## config.mk

```make
export PLATFORM = sky130hd
export DESIGN_NAME = ps2_key_event_gen_flat
export DESIGN_NICKNAME = d
export VERILOG_FILES = /design/src/rtl/ps2_key_event_gen_if.sv /design/src/rtl/ps2_key_event_gen.sv /design/src/flat_wrapper.sv
export SDC_FILE = /design/constraint.sdc
export NUM_CORES = 1
export LEC_CHECK = 0
export BUFFER_PORTS_ARGS = -buffer_cell sky130_fd_sc_hd__buf_2
export CAP_MARGIN = 20
export CELL_PAD_IN_SITES_DETAIL_PLACEMENT = 1
export CELL_PAD_IN_SITES_GLOBAL_PLACEMENT = 2
export CORE_ASPECT_RATIO = 0.7
export CORE_MARGIN = 2
export CORE_UTILIZATION = 43
export CTS_CLUSTER_DIAMETER = 100
export DETAILED_ROUTE_END_ITERATION = 6
export PLACE_DENSITY_LB_ADDON = 0.1
export SLEW_MARGIN = 0
export SYNTH_ARGS = -nofsm -noshare
export SYNTH_HDL_FRONTEND = slang
export SYNTH_SLANG_ARGS = --single-unit
```

## constraint.sdc

```tcl
create_clock -name iVGA_CLK -period 4.4 [get_ports iVGA_CLK]
set_input_delay 0.22 -clock iVGA_CLK [delete_from_list [all_inputs] [get_ports iVGA_CLK]]
set_output_delay 0.22 -clock iVGA_CLK [all_outputs]
set_load 0.05 [all_outputs]
```

## src/rtl/ps2_key_event_gen_if.sv

```systemverilog
// Byte-stream input and key-event output bundle between the PS/2 byte
// receiver, the key event generator and vga_controller.
interface ps2_key_event_gen_if;
    logic [7:0] ps2_byte;
    logic       ps2_valid;
    logic [7:0] key_in;
    logic       key_en;
    logic       key_ext;
    logic [3:0] key_held;
    logic       proto_err;

    // Byte source side: drives the scan-code stream, observes key events.
    modport master (
        output ps2_byte, ps2_valid,
        input  key_in, key_en, key_ext, key_held, proto_err
    );

    // Event generator side.
    modport slave (
        input  ps2_byte, ps2_valid,
        output key_in, key_en, key_ext, key_held, proto_err
    );
endinterface

```

## src/rtl/ps2_key_event_gen.sv

```systemverilog
// PS/2 set-2 scan-code decoder: strips E0/F0 prefixes, tracks the four arrow
// keys, drops keyboard typematic repeats and generates its own auto-repeat.
module ps2_key_event_gen #(
    parameter int REPEAT_DELAY   = 12500000,
    parameter int REPEAT_PERIOD  = 2500000,
    parameter int PREFIX_TIMEOUT = 250000,
    parameter int CNT_W          = 24
) (
    input logic                iVGA_CLK,
    input logic                iRST_n,
    ps2_key_event_gen_if.slave bus
);
    typedef enum logic [1:0] {IDLE, EXT, BRK, EXT_BRK} state_t;

    localparam logic [CNT_W-1:0] DELAY_LAST   = CNT_W'(REPEAT_DELAY - 1);
    localparam logic [CNT_W-1:0] PERIOD_LAST  = CNT_W'(REPEAT_PERIOD - 1);
    localparam logic [CNT_W-1:0] TIMEOUT_LAST = CNT_W'(PREFIX_TIMEOUT - 1);

    // Held-flag bit for an E0-prefixed code: {up, down, left, right}.
    function automatic logic [3:0] arrow_mask(input logic [7:0] code);
        case (code)
            8'h75:   return 4'b1000;
            8'h72:   return 4'b0100;
            8'h6B:   return 4'b0010;
            8'h74:   return 4'b0001;
            default: return 4'b0000;
        endcase
    endfunction

    // Keyboard status/ack bytes that carry no key information.
    function automatic logic is_status(input logic [7:0] code);
        return (code == 8'hAA) || (code == 8'hFA) || (code == 8'hEE) ||
               (code == 8'hFE) || (code == 8'h00) || (code == 8'hFF);
    endfunction

    state_t           state_q, state_d;
    logic [CNT_W-1:0] to_cnt_q, to_cnt_d;
    logic [CNT_W-1:0] rpt_cnt_q, rpt_cnt_d;
    logic             rpt_active_q, rpt_active_d;
    logic             rpt_first_q, rpt_first_d;
    logic [7:0]       rpt_code_q, rpt_code_d;
    logic [7:0]       key_in_q, key_in_d;
    logic             key_en_q, key_en_d;
    logic             key_ext_q, key_ext_d;
    logic [3:0]       key_held_q, key_held_d;
    logic             proto_err_q, proto_err_d;

    logic       make_req, brk_req, ev_ext, rpt_fire, emit_make;
    logic [7:0] ev_code;
    logic [3:0] ev_mask;

    // Prefix decoding, timeout, held tracking and repeat scheduling.
    always_comb begin
        // NOTE: every signal gets a default before any branch so no path
        // leaves it unassigned, which would otherwise infer a latch.
        state_d      = state_q;
        to_cnt_d     = (state_q == IDLE) ? '0 : to_cnt_q + 1'b1;
        rpt_cnt_d    = rpt_active_q ? rpt_cnt_q + 1'b1 : '0;
        rpt_active_d = rpt_active_q;
        rpt_first_d  = rpt_first_q;
        rpt_code_d   = rpt_code_q;
        key_in_d     = key_in_q;
        key_en_d     = 1'b0;
        key_ext_d    = key_ext_q;
        key_held_d   = key_held_q;
        proto_err_d  = 1'b0;
        make_req     = 1'b0;
        brk_req      = 1'b0;
        ev_ext       = 1'b0;
        ev_code      = bus.ps2_byte;

        if (bus.ps2_valid) begin
            to_cnt_d = '0;
            unique case (state_q)
                IDLE: begin
                    if (bus.ps2_byte == 8'hE0)         state_d = EXT;
                    else if (bus.ps2_byte == 8'hF0)    state_d = BRK;
                    else if (!is_status(bus.ps2_byte)) make_req = 1'b1;
                end
                EXT: begin
                    if (bus.ps2_byte == 8'hF0) begin
                        state_d = EXT_BRK;
                    end else if (bus.ps2_byte != 8'hE0) begin
                        state_d = IDLE;
                        // 12/59 are the fake-shift codes wrapped around E0 keys.
                        if (bus.ps2_byte != 8'h12 && bus.ps2_byte != 8'h59) begin
                            make_req = 1'b1;
                            ev_ext   = 1'b1;
                        end
                    end
                end
                BRK, EXT_BRK: begin
                    if (bus.ps2_byte == 8'hE0 || bus.ps2_byte == 8'hF0) begin
                        // A prefix after a break prefix is illegal; restart
                        // decoding as if the stray prefix arrived in IDLE.
                        proto_err_d = 1'b1;
                        state_d     = (bus.ps2_byte == 8'hE0) ? EXT : BRK;
                    end else begin
                        brk_req = 1'b1;
                        ev_ext  = (state_q == EXT_BRK);
                        state_d = IDLE;
                    end
                end
            endcase
        end else if (state_q != IDLE && to_cnt_q == TIMEOUT_LAST) begin
            proto_err_d = 1'b1;
            state_d     = IDLE;
            to_cnt_d    = '0;
        end

        ev_mask   = ev_ext ? arrow_mask(ev_code) : 4'b0000;
        rpt_fire  = rpt_active_q &&
                    (rpt_cnt_q == (rpt_first_q ? DELAY_LAST : PERIOD_LAST));
        // An arrow make for an already held arrow is keyboard typematic.
        emit_make = make_req && ((ev_mask & key_held_q) == 4'b0000);

        if (emit_make) begin
            key_en_d  = 1'b1;
            key_in_d  = ev_code;
            key_ext_d = ev_ext;
            if (ev_mask != 4'b0000) begin
                key_held_d   = key_held_q | ev_mask;
                rpt_active_d = 1'b1;
                rpt_first_d  = 1'b1;
                rpt_code_d   = ev_code;
                rpt_cnt_d    = '0;
            end else if (rpt_fire) begin
                // Colliding repeat pulse is dropped; schedule continues.
                rpt_first_d = 1'b0;
                rpt_cnt_d   = '0;
            end
        end else if (brk_req) begin
            key_held_d = key_held_q & ~ev_mask;
            if (ev_mask != 4'b0000 && ev_code == rpt_code_q) begin
                rpt_active_d = 1'b0;
                rpt_cnt_d    = '0;
            end else if (rpt_fire) begin
                rpt_first_d = 1'b0;
                rpt_cnt_d   = '0;
            end
        end else if (rpt_fire) begin
            key_en_d    = 1'b1;
            key_in_d    = rpt_code_q;
            key_ext_d   = 1'b1;
            rpt_first_d = 1'b0;
            rpt_cnt_d   = '0;
        end
    end

    // State and output registers with asynchronous reset.
    always_ff @(posedge iVGA_CLK or negedge iRST_n) begin
        if (!iRST_n) begin
            state_q      <= IDLE;
            to_cnt_q     <= '0;
            rpt_cnt_q    <= '0;
            rpt_active_q <= 1'b0;
            rpt_first_q  <= 1'b0;
            rpt_code_q   <= 8'h00;
            key_in_q     <= 8'h00;
            key_en_q     <= 1'b0;
            key_ext_q    <= 1'b0;
            key_held_q   <= 4'b0000;
            proto_err_q  <= 1'b0;
        end else begin
            // NOTE: non-blocking updates so every flop samples pre-edge values.
            state_q      <= state_d;
            to_cnt_q     <= to_cnt_d;
            rpt_cnt_q    <= rpt_cnt_d;
            rpt_active_q <= rpt_active_d;
            rpt_first_q  <= rpt_first_d;
            rpt_code_q   <= rpt_code_d;
            key_in_q     <= key_in_d;
            key_en_q     <= key_en_d;
            key_ext_q    <= key_ext_d;
            key_held_q   <= key_held_d;
            proto_err_q  <= proto_err_d;
        end
    end

    assign bus.key_in    = key_in_q;
    assign bus.key_en    = key_en_q;
    assign bus.key_ext   = key_ext_q;
    assign bus.key_held  = key_held_q;
    assign bus.proto_err = proto_err_q;
endmodule
```

## src/flat_wrapper.sv

```systemverilog
// flat-port wrapper written by rule: the top's interface ports become plain ports
module ps2_key_event_gen_flat 
#(
    parameter int REPEAT_DELAY   = 12500000,
    parameter int REPEAT_PERIOD  = 2500000,
    parameter int PREFIX_TIMEOUT = 250000,
    parameter int CNT_W          = 24
)
  (iVGA_CLK, iRST_n, bus_ps2_byte, bus_ps2_valid, bus_key_in, bus_key_en, bus_key_ext, bus_key_held, bus_proto_err);
  ps2_key_event_gen_if bus_i ();
  input logic iVGA_CLK;
  input logic iRST_n;
  input wire logic [$bits(bus_i.ps2_byte)-1:0] bus_ps2_byte;
  input wire logic [$bits(bus_i.ps2_valid)-1:0] bus_ps2_valid;
  output wire logic [$bits(bus_i.key_in)-1:0] bus_key_in;
  output wire logic [$bits(bus_i.key_en)-1:0] bus_key_en;
  output wire logic [$bits(bus_i.key_ext)-1:0] bus_key_ext;
  output wire logic [$bits(bus_i.key_held)-1:0] bus_key_held;
  output wire logic [$bits(bus_i.proto_err)-1:0] bus_proto_err;
  assign bus_i.ps2_byte = bus_ps2_byte;
  assign bus_i.ps2_valid = bus_ps2_valid;
  assign bus_key_in = bus_i.key_in;
  assign bus_key_en = bus_i.key_en;
  assign bus_key_ext = bus_i.key_ext;
  assign bus_key_held = bus_i.key_held;
  assign bus_proto_err = bus_i.proto_err;
  ps2_key_event_gen #(.REPEAT_DELAY(REPEAT_DELAY), .REPEAT_PERIOD(REPEAT_PERIOD), .PREFIX_TIMEOUT(PREFIX_TIMEOUT), .CNT_W(CNT_W)) u_core (.iVGA_CLK(iVGA_CLK), .iRST_n(iRST_n), .bus(bus_i));
endmodule
```

Yosys cells after proc, flatten, opt, wreduce, memory -nomap -nowiden

Cells that the tools add are included.

Flip-flop bits (word level): 75
Bits of input ports: 11
Word-level logic and storage cells: 128
Output and inout port bits: 15

Add/subtract/negate cells: 2
Reduce and logical (&&, ||, !) cells: 26
Multiplexer cells: 60
Equal/unequal tests: 25
Bitwise operators: 4

Operators with widths:

| kind                  | number |
|---|---|
| $mux 24               | 10 |
| $eq 8x8->1 const B    | 7 |
| $add 24x1->24 const B | 2 |
| $eq 8x7->1 const B    | 4 |
| $mux 1                | 31 |
| $eq 24x18->1 const B  | 1 |
| $eq 24x24->1          | 1 |
| $mux 8                | 3 |
| $mux 2                | 8 |
| $mux 4                | 4 |
| $pmux 4 s4            | 1 |
| $reduce_bool 2->1     | 5 |
| $and 4x4->4           | 2 |
| $eq 8x8->1            | 1 |
| $logic_not 8->1       | 1 |
| $ne 8x5->1 const B    | 1 |
| $ne 8x7->1 const B    | 1 |
| $ne 8x8->1 const B    | 1 |
| $logic_or 1x1->1      | 6 |
| $pmux 2 s3            | 1 |
| $reduce_and 2->1      | 3 |
| $reduce_and 3->1      | 2 |
| $logic_and 1x1->1     | 5 |
| $eq 2x2->1 const B    | 2 |
| other kinds (12)      | 14 |

Depth between registers and ports, before layout

Gate-level depths: netlist of run 1.

Word-level depth: 14
Mapped depth: 7
Mapped depth without buffers: 6

Worst setup path before layout of run 1

Ideal clock, no wire load.

Path kind: register to register
Start point: reg (tool-made name)
End point: reg u_core.key_in_q[2] (netlist: u_core.bus.key_in[2])
Setup time: 0.125 ns
Stages on the path, launching flop included: 7
Arrival time: 2.144 ns
Setup slack: 2.131 ns
Cells stage by stage: dfrtp_1 or4bb_1 a311oi_1 a21o_1 o21ba_4 buf_6 mux2_4

RTL lines:

| item                 | RTL line                 | text |
|---|---|---|
| to (signal assigned) | ps2_key_event_gen.sv:172 | `key_in_q <= key_in_d;` |
| to (decl)            | ps2_key_event_gen.sv:42  | `logic [7:0] key_in_q, key_in_d;` |

Final worst setup path of run 1

Start point: reg u_core.rpt_cnt_q[16]
End point: reg u_core.key_in_q[3] (netlist: u_core.bus.key_in[3])

Cells in the longest elaborated chain, start to end: 4

RTL lines:

| item                        | RTL line                 | text |
|---|---|---|
| from (decl)                 | ps2_key_event_gen.sv:38  | `logic [CNT_W-1:0] rpt_cnt_q, rpt_cnt_d;` |
| from (signal assigned)      | ps2_key_event_gen.sv:168 | `rpt_cnt_q <= rpt_cnt_d;` |
| $eq 24x24->1                | ps2_key_event_gen.sv:113 | `(rpt_cnt_q == (rpt_first_q ? DELAY_LAST : PERIOD_LAST));` |
| $logic_and 1x1->1           | ps2_key_event_gen.sv:112 | `rpt_fire = rpt_active_q &&` |
| $reduce_bool 2->1 (no line) | -                        |  |
| $reduce_and 2->1 (no line)  | -                        |  |

No other way between the ends.
A chain may end at the register's enable or synchronous reset.

==> metrics.md, run 1 <==
| Metric | Value |
|---|---|
| Total CTS buffers | 9 |
| Class of the worst hold path | input port to async pin |
| Post-route ant nets | 0 |
| Core region area | 0.00911 mm² |
| Net count, final | 421 |
| Fillers | 995 |
| P per Cell Area | 365 mW/mm² |
| Pre-CTS WS | 1.95 ns |
| CTS tree | yes |
| Worst Path Arrival | 2.64 ns |
| Max Fanout on Critical Path | 10 |
| Post-CTS Setup Bufs | 0 |
| Portion of the clock cycle consumed by the worst path in the final layout | 0.552 |
| Placement row count | 29 |
| Setup repair after global routing missed its margin | no |
| Kind of launch point of the worst setup path | register |
| Weighted congestion reported at the end of routability-driven placement | 0.743 |
| Max-slew violations | 0 |
| Fraction of power spent switching nets | 0.221 |
| Non-filler cells in the finished layout | 537 |
| Main area contributors after synthesis | sky130_fd_sc_hd__dfrtp_1 (46%), sky130_fd_sc_hd__xor2_1 (8.4%), sky130_fd_sc_hd__mux2_2 (3.6%) |
| Number of nets produced by synthesis | 400 |
| Max-cap violation count | 0 |
| Sequential cell area fraction in the yosys report | 0.463 |
| PnR worst setup slack | 1.97 ns |
| Maximum vdd ir drop | 0.227 mV |
| Starting density of the core | 0.445 |
| Number of global-route vias before repair | 3029 |
| Primary flip-flop cell chosen by synthesis mapping | sky130_fd_sc_hd__dfrtp_1 |
| Cell total after placement | 521 |
| CTS Hold Bufs | 0 |
| DP Area | 0.00424 mm² |
| Synthesized area per cell | 10.5 µm² |
| Fraction of the mapped netlist area in adder cells | 0.00617 |
| Most repeated cell in the gate-level netlist after synthesis | sky130_fd_sc_hd__dfrtp_1 |
| Input/output buffers | 25 |
| Aggregate global-route resource usage | 0.199 |
| Final total negative setup slack | 0 ns |
| Basic-gate share of the synthesized area counting and, or, nand and nor cells | 0.249 |
| Multi-input gate area | 0.00202 mm² |
| Insertion delay to the later sink of the worst-skew pair | 0.33 ns |
| Reg area | 0.00188 mm² |
| R2R Setup Slk | 1.97 ns |
| Post-synth EDFFs | 0 |
| Cell type with the largest total area after synthesis | sky130_fd_sc_hd__dfrtp_1 |
| Sum of net half-perimeters after detailed placement | 6440 µm |
| End of the worst register-to-register path | u_core.bus.key_in[3] |
| Cell-by-cell trace of the critical path | or4b_4 -> nor4_4 -> o2111ai_4 -> mux2_2 -> mux2_4 |
| Yosys top cell area share | 0.463 |
| Max Clk Rate | 0.412 GHz |
| Clock Power Share | 0.507 |
| Highest cell delay on the worst timing path | 0.57 ns |
| Share of final-layout standard cells stronger than drive strength 1 | 0.191 |
| Clock tree sinks | 75 |
| Number of top-level pins | 26 |
| First-pass GRT wire length | 16000 µm |
| Largest net degree at the start of global routing | 76 |
| Number of DRC violations after detailed-routing iteration 0 | 106 |
| Clock transition at the register clock pins on the worst setup and hold paths after CTS | 0.06 ns |
| Largest family of logic cells by synthesized area | simple AND/OR/NAND/NOR gates |
| Antenna violations before repair | 0 |
| Detailed-route vias per instance | 5.52 |
| Total wire length | 9510 µm |
| Share of power burned in combinational logic | 0.071 |
| Die outline width | 120 µm |
| Congestion Overflow GR | 0 |
| Mapped cell area | 0.00406 mm² |
| Final Skew | 0.0101 ns |
| Total net switching power | 370 µW |
| Reg power frac | 0.422 |
| Setup crit end kind | register |
| Run status | complete, no violations |
| Drt first pass iters | 4 |
| Total count of hold-check failures in the final report | 0 |
| Commonest cells post-synth | sky130_fd_sc_hd__dfrtp_1 (75), sky130_fd_sc_hd__xor2_1 (39), sky130_fd_sc_hd__nor2_1 (36), sky130_fd_sc_hd__nor3_1 (28), sky130_fd_sc_hd__nand2_1 (20) |
| Worst Max-Slew Pin Slew | 0.975 ns |
| Post-route cell area | 0.00458 mm² |
| Floorplan die height | 85.3 µm |
| Critical Path Sink | u_core.bus.key_in[3] |
| Master of the slowest instance on the critical path | sky130_fd_sc_hd__or4b_4 |
| Post-DR wirelength/cell | 17.7 µm |
| Maximum root-to-sink buffer count | 2 |
| Clock tree root driver cell | sky130_fd_sc_hd__clkbuf_16 |
| Max_slew headroom | 0.350 |
| Die Footprint | 0.0102 mm² |
| Synth Register Bits | 75 |
| Detailed-route DRC error count | 0 |
| Post-synth cell types | 56 |
| Number of cells produced by synthesis | 387 |
| Final Util | 0.503 |
| Minimum clock period after layout | 2.43 ns |
| Layout Area Growth over Synthesis | 13.0% |
| P_int | 1310 µW |
| Post-cts sizing count | 0 |
| Launching element of the worst setup path | u_core.rpt_cnt_q[16] |
| Count of warnings emitted by yosys | 0 |
| Complex-gate fraction of the synthesized area | 0.0635 |
| Mux cell area share after synthesis | 0.0657 |
| Final setup violation count | 0 |
| Parity-gate share of the synthesized area counting xor and xnor cells | 0.114 |
| Critical path class | register to register |
| Diode count | 0 |
| Lkg Pwr | 0.00193 µW |
| Worst flop-to-flop path startpoint | u_core.rpt_cnt_q[16] |
| Post-synthesis async set-or-reset flop share | 1.00 |
| DR vias | 2965 |
| Max H-tree Level | 3 |
| Worst EP required | 4.61 ns |
| Worst r2r path cells | 5 |
## flip-flops by register name (all words and copies together) (netlist names), named ones only
signal                cells
u_core.rpt_cnt_q         24
u_core.rpt_code_q         8
u_core.bus.key_ext        1
u_core.bus.key_en         1
u_core.state_q            2
u_core.rpt_first_q        1
u_core.rpt_active_q       1
u_core.to_cnt_q          24
u_core.bus.key_in         8
u_core.bus.proto_err      1
## critical path, delay by kind of cell, from the launching register on
family | cells | cell delay, ns
compound gates | 1 | 0.31
flops | 1 | 0.43
mux | 2 | 0.62
simple gates | 2 | 0.95
## cells by family (layout without fill, tap and decap cells)
| kind of cell | count (synthesis) | after routing |
|---|---|---|
| muxes | 21 | 21 |
| AOI/OAI and AO/OA | 34 | 34 |
| DFF | 75 | 75 |
| xor gates and xnor gates | 53 | 53 |
| buffers and inverters | 25 | 51 |
| and+or+nand+nor | 177 | 177 |
| adders and majority gates | 2 | 2 |
## metrics by stage
stage | hold WS (ns) | power [µW]
after floorplan | -0.0756 | 802
after detailed placement | 0.447 | 840
after global routing | 0.109 | 1730
final | 0.0437 | 1670
after CTS | 0.0917 | 1700
after global placement | 0.436 | 837
## cells in the final DEF (no fill, tap or decap), types with 4 or more instances in the layout
master / synthesis / routed
sky130_fd_sc_hd__nor4_1: 9 / 9
sky130_fd_sc_hd__buf_2: 6 / 24
sky130_fd_sc_hd__clkbuf_16: 0 / 9
sky130_fd_sc_hd__nor2_1: 36 / 36
sky130_fd_sc_hd__nand2_1: 20 / 20
sky130_fd_sc_hd__inv_1: 5 / 5
sky130_fd_sc_hd__xnor2_1: 14 / 14
sky130_fd_sc_hd__mux2_4: 8 / 8
sky130_fd_sc_hd__nand4b_1: 5 / 5
sky130_fd_sc_hd__o21ai_0: 9 / 9
sky130_fd_sc_hd__dfrtp_1: 75 / 75
sky130_fd_sc_hd__nand3_1: 19 / 19
sky130_fd_sc_hd__buf_4: 2 / 6
sky130_fd_sc_hd__nor3_1: 28 / 28
sky130_fd_sc_hd__or4_1: 4 / 4
sky130_fd_sc_hd__and3_1: 10 / 10
sky130_fd_sc_hd__nand4_1: 18 / 18
sky130_fd_sc_hd__mux2_2: 13 / 13
sky130_fd_sc_hd__xor2_1: 39 / 39
sky130_fd_sc_hd__o211ai_1: 4 / 4
## how the worst min path moves through the flow
stage           start             endpoint  depth (start not counted)
6_report       iRST_n   u_core.to_cnt_q[6]                          1
5_1_grt        iRST_n   u_core.to_cnt_q[7]                          1
4_1_cts        iRST_n  u_core.to_cnt_q[19]                          1
3_5_place_dp   iRST_n  u_core.to_cnt_q[10]                          1
3_3_place_gp   iRST_n   u_core.to_cnt_q[6]                          1
2_1_floorplan  iRST_n            async pin                          0
## layer usage
metal | GRT usage | part of all wire | up-vias
li1 | - | - | 1435
met1 | 0.298 | 0.53 | 1487
met2 | 0.291 | 0.44 | 36
met3 | 0.0457 | 0.026 | 7
met4 | 0.0513 | 0.0081 | 0
met5 | 0 | 0 | -
## power groups by stage
| stage | logic [µW] | registers, µW | clock network, µW |
|---|---|---|---|
| 2_1_floorplan | 50.2 | 752 | 0 |
| 3_3_place_gp | 118 | 719 | 0 |
| 3_5_place_dp | 121 | 718 | 0 |
| 4_1_cts | 121 | 706 | 871 |
| 5_1_grt | 128 | 708 | 896 |
| 6_report | 119 | 706 | 850 |
## cell type report
class                           instances  share of cell area
Clock inverter                          5              0.0218
Timing Repair Buffer                   30              0.0360
Tap cell                              124              0.0339
Clock buffer                           11              0.0530
Inverter                                5             0.00410
Sequential cell                        75               0.410
Multi-Input combinational cell        287               0.442
Power figures use the tool's default switching activity.
==> run 2: changes to the inputs <==
--- a/config.mk
+++ b/config.mk
@@ -5,13 +5,14 @@
 export SDC_FILE = /design/constraint.sdc
 export NUM_CORES = 1
 export LEC_CHECK = 0
+export ABC_AREA = 1
 export BUFFER_PORTS_ARGS = -buffer_cell sky130_fd_sc_hd__buf_2
 export CAP_MARGIN = 20
 export CELL_PAD_IN_SITES_DETAIL_PLACEMENT = 1
 export CELL_PAD_IN_SITES_GLOBAL_PLACEMENT = 2
 export CORE_ASPECT_RATIO = 0.7
 export CORE_MARGIN = 2
-export CORE_UTILIZATION = 43
+export CORE_UTILIZATION = 35
 export CTS_CLUSTER_DIAMETER = 100
 export DETAILED_ROUTE_END_ITERATION = 6
 export PLACE_DENSITY_LB_ADDON = 0.1
==> constraint.sdc (replaced) <==
create_clock -name iVGA_CLK -period 2.37 [get_ports iVGA_CLK]
set_input_delay 0.1185 -clock iVGA_CLK [delete_from_list [all_inputs] [get_ports iVGA_CLK]]
set_output_delay 0.1185 -clock iVGA_CLK [all_outputs]
set_load 0.05 [all_outputs]
==> metrics.md, run 2 <==
| Metric | Value |
|---|---|
| Primary flip-flop cell chosen by synthesis mapping | sky130_fd_sc_hd__dfrtp_1 (unchanged) |
| Core region area | 0.0131 mm² (was 0.00911 mm²) |
| Cell type with the largest total area after synthesis | sky130_fd_sc_hd__dfrtp_1 (unchanged) |
| Detailed-route DRC error count | 0 (unchanged) |
| Die Footprint | 0.0142 mm² (was 0.0102 mm²) |
| Reg area | 0.00188 mm² (unchanged) |
| Most repeated cell in the gate-level netlist after synthesis | sky130_fd_sc_hd__nand2_1 (was sky130_fd_sc_hd__dfrtp_1) |
| Detailed-route vias per instance | 5.05 (was 5.52) |
| CTS tree | yes (unchanged) |
| Clock transition at the register clock pins on the worst setup and hold paths after CTS | 0.06 ns (about the same) |
| First-pass GRT wire length | 22800 µm (was 16000 µm) |
| Commonest cells after routing, fill and taps aside | sky130_fd_sc_hd__nand2_1 (145), sky130_fd_sc_hd__nor2_1 (108), sky130_fd_sc_hd__nand3_1 (85), sky130_fd_sc_hd__dfrtp_1 (75), sky130_fd_sc_hd__inv_1 (73) (was sky130_fd_sc_hd__dfrtp_1 (75), sky130_fd_sc_hd__xor2_1 (39), sky130_fd_sc_hd__nor2_1 (36), sky130_fd_sc_hd__nor3_1 (28), sky130_fd_sc_hd__buf_2 (24)) |
| Max_slew headroom | 0.599 (was 0.350) |
| Yosys top cell area share | 0.404 (was 0.463) |
| Final setup violation count | 0 (unchanged) |
| Number of DRC violations after detailed-routing iteration 0 | 157 (was 106) |
| Lkg Pwr | 0.00239 µW (was 0.00193 µW) |
| Starting density of the core | 0.356 (was 0.445) |
| Multi-input gate area | 0.00238 mm² (was 0.00202 mm²) |
| Post-synth cell types | 41 (was 56) |
| Synth Register Bits | 75 (unchanged) |
| Number of top-level pins | 26 (unchanged) |
| Largest net degree at the start of global routing | 44 (was 76) |
| Congestion Overflow GR | 0 (unchanged) |
| Post-route ant nets | 0 (unchanged) |
| Die outline width | 142 µm (was 120 µm) |
| Net count, final | 707 (was 421) |
| Run status | complete, no violations (unchanged) |
| Post-CTS Setup Bufs | 0 (unchanged) |
| Main area contributors after synthesis | sky130_fd_sc_hd__dfrtp_1 (40%), sky130_fd_sc_hd__nand2_1 (12%), sky130_fd_sc_hd__nand3_1 (9.1%) (was sky130_fd_sc_hd__dfrtp_1 (46%), sky130_fd_sc_hd__xor2_1 (8.4%), sky130_fd_sc_hd__mux2_2 (3.6%)) |
| Worst EP required | 2.58 ns (was 4.61 ns) |
| Registers with the highest flip-flop counts | u_core.rpt_cnt_q (24), u_core.to_cnt_q (24) (unchanged) |
| Diode count | 0 (unchanged) |
| Post-synthesis async set-or-reset flop share | 1.00 (unchanged) |
| P per Cell Area | 548 mW/mm² (was 365 mW/mm²) |
| Commonest cells post-synth | sky130_fd_sc_hd__nand2_1 (145), sky130_fd_sc_hd__nor2_1 (108), sky130_fd_sc_hd__nand3_1 (85), sky130_fd_sc_hd__dfrtp_1 (75), sky130_fd_sc_hd__inv_1 (73) (was sky130_fd_sc_hd__dfrtp_1 (75), sky130_fd_sc_hd__xor2_1 (39), sky130_fd_sc_hd__nor2_1 (36), sky130_fd_sc_hd__nor3_1 (28), sky130_fd_sc_hd__nand2_1 (20)) |
| Maximum vdd ir drop | 0.323 mV (was 0.227 mV) |
| Sum of net half-perimeters after detailed placement | 10700 µm (was 6440 µm) |
| Antenna violations before repair | 0 (unchanged) |
| Most common library cell in the layout ignoring fill and taps | sky130_fd_sc_hd__nand2_1 (was sky130_fd_sc_hd__dfrtp_1) |
| Worst Max-Slew Pin Slew | 0.601 ns (was 0.975 ns) |
| Synthesized area per cell | 7.12 µm² (was 10.5 µm²) |
| Post-synth EDFFs | 0 (unchanged) |
| PnR worst setup slack | 0.206 ns (was 1.97 ns) |
| Max H-tree Level | 3 (unchanged) |
| Number of global-route vias before repair | 4316 (was 3029) |
| Final Skew | 0.00854 ns (was 0.0101 ns) |
| Critical path class | register to register (unchanged) |
| Clock tree sinks | 75 (unchanged) |
| Post-DR wirelength/cell | 16.0 µm (was 17.7 µm) |
| Class of the worst hold path | input port to register (was input port to async pin) |
| Drt first pass iters | 4 (unchanged) |
| Worst Path Arrival | 2.38 ns (was 2.64 ns) |
| Weighted congestion reported at the end of routability-driven placement | 0.834 (was 0.743) |
| Total wire length | 13800 µm (was 9510 µm) |
| Share of final-layout standard cells stronger than drive strength 1 | 0.120 (was 0.191) |
| Mapped cell area | 0.00465 mm² (was 0.00406 mm²) |
| Floorplan die height | 100 µm (was 85.3 µm) |
| Placement row count | 35 (was 29) |
| Max Fanout on Critical Path | 4 (was 10) |
| Pre-CTS WS | 0.207 ns (was 1.95 ns) |
| Portion of the clock cycle consumed by the worst path in the final layout | 0.913 (was 0.552) |
| Sequential cell area fraction in the yosys report | 0.404 (was 0.463) |
| Max-slew violations | 0 (unchanged) |
| Setup repair after global routing missed its margin | no (unchanged) |
| Maximum root-to-sink buffer count | 2 (unchanged) |
| Setup crit end kind | register (unchanged) |
| Layout Area Growth over Synthesis | 14.4% (was 13.0%) |
| Insertion delay to the later sink of the worst-skew pair | 0.34 ns (was 0.33 ns) |
| Max-cap violation count | 0 (unchanged) |
| Count of warnings emitted by yosys | 0 (unchanged) |
| Clock tree root driver cell | sky130_fd_sc_hd__clkbuf_16 (unchanged) |
| Total count of hold-check failures in the final report | 0 (unchanged) |
| DR vias | 4365 (was 2965) |
| Kind of launch point of the worst setup path | register (unchanged) |
| Number of nets produced by synthesis | 666 (was 400) |
| Fillers | 1656 (was 995) |
| Total CTS buffers | 9 (unchanged) |
| Aggregate global-route resource usage | 0.205 (was 0.199) |
| Final total negative setup slack | 0 ns (unchanged) |
| Input/output buffers | 25 (unchanged) |
| Minimum clock period after layout | 2.16 ns (was 2.43 ns) |
| Max Clk Rate | 0.462 GHz (was 0.412 GHz) |
| Number of cells produced by synthesis | 653 (was 387) |
run 2: cell count changes after synthesis, sizes merged, moves of 5 or more:
| cell | before | now |
|---|---|---|
| nor2 | 36 | 113 |
| nand2 | 20 | 152 |
| nand4b | 5 | 0 |
| a21oi | 2 | 11 |
| a31oi | 1 | 8 |
| nand3 | 19 | 86 |
| xor2 | 39 | 10 |
| inv | 5 | 79 |
| mux2 | 21 | 0 |
| o21ai | 11 | 30 |
| nor3 | 28 | 13 |
| and3 | 10 | 1 |
run 2: cell type report:
class,instances,share of cell area
clock buffer,11,0.0475
timing repair buffer,45,0.0527
tap,166,0.0390
multi-input combinational,484,0.447
clock inverter,4,0.00494
inverter,79,0.0558
sequential,75,0.353
run 2: layer usage:
layer	share of wire	GRT usage	wire length [µm]
met3	0.039	0.0396	533
met2	0.41	0.296	5680
met5	0	0	0
met1	0.54	0.317	7530
met4	0.0069	0.0415	95
run 2: power by group:
part | internal, µW | switching (µW)
Clock | 758 | 542
Combinational | 68.5 | 229
Sequential | 1300 | 12.4
run 2: worst max-delay path, cell delays in order (launching register included):
cell and delay (ns):
sky130_fd_sc_hd__dfrtp_1 0.37, sky130_fd_sc_hd__ha_1 0.18, sky130_fd_sc_hd__nand2_1 0.07, sky130_fd_sc_hd__nor2_1 0.17
sky130_fd_sc_hd__nand3_1 0.14, sky130_fd_sc_hd__nor3_1 0.22, sky130_fd_sc_hd__buf_4 0.18, sky130_fd_sc_hd__nand4_1 0.10
sky130_fd_sc_hd__nor2_1 0.23, sky130_fd_sc_hd__nand3_1 0.15, sky130_fd_sc_hd__o21ai_0 0.18, sky130_fd_sc_hd__a21oi_1 0.06
run 2: path summary, 6_finish.rpt:
check                                   start              endpoint  slack [ns]  depth (start not counted)
hold reg to reg            u_core.to_cnt_q[0]    u_core.to_cnt_q[0]        0.47                          1
min in group asynchronous              iRST_n  u_core.rpt_cnt_q[16]        0.33                          2
setup / recovery           u_core.to_cnt_q[0]   u_core.to_cnt_q[22]        0.21                         11
hold / removal                  bus_ps2_valid     u_core.state_q[1]        0.07                          3
max in group asynchronous              iRST_n  u_core.bus.key_in[6]        1.35                          3
setup reg to reg           u_core.to_cnt_q[0]   u_core.to_cnt_q[22]        0.21                         11
run 2: logic make-up after synthesis:
logic type | Yosys count | share of synthesized area
DFF | 75 | 0.404
xor gates and xnor gates | 22 | 0.0414
buffers and inverters | 94 | 0.0850
and+or+nand+nor | 402 | 0.392
adders and majority gates | 2 | 0.00538
AOI/OAI and AO/OA | 58 | 0.0726
run 2: stage by stage:
stage	total power (µW)	utilization	std cells	hold WS [ns]	cell area, µm²
floorplan	1530	-	653	-0.177	4650
global placement	1630	0.385	848	0.163	5030
global route	3040	0.408	864	0.0879	5320
CTS	2960	0.408	864	0.0624	5320
finish	2910	0.408	864	0.0686	5320
detailed placement	1640	0.385	848	0.174	5030
run 2: repair_timing:
item,in CTS,in global routing
endpoints found under the hold margin,41,0
endpoints found under the setup margin,0,0
hold buffers,1,0
resized for setup,0,0
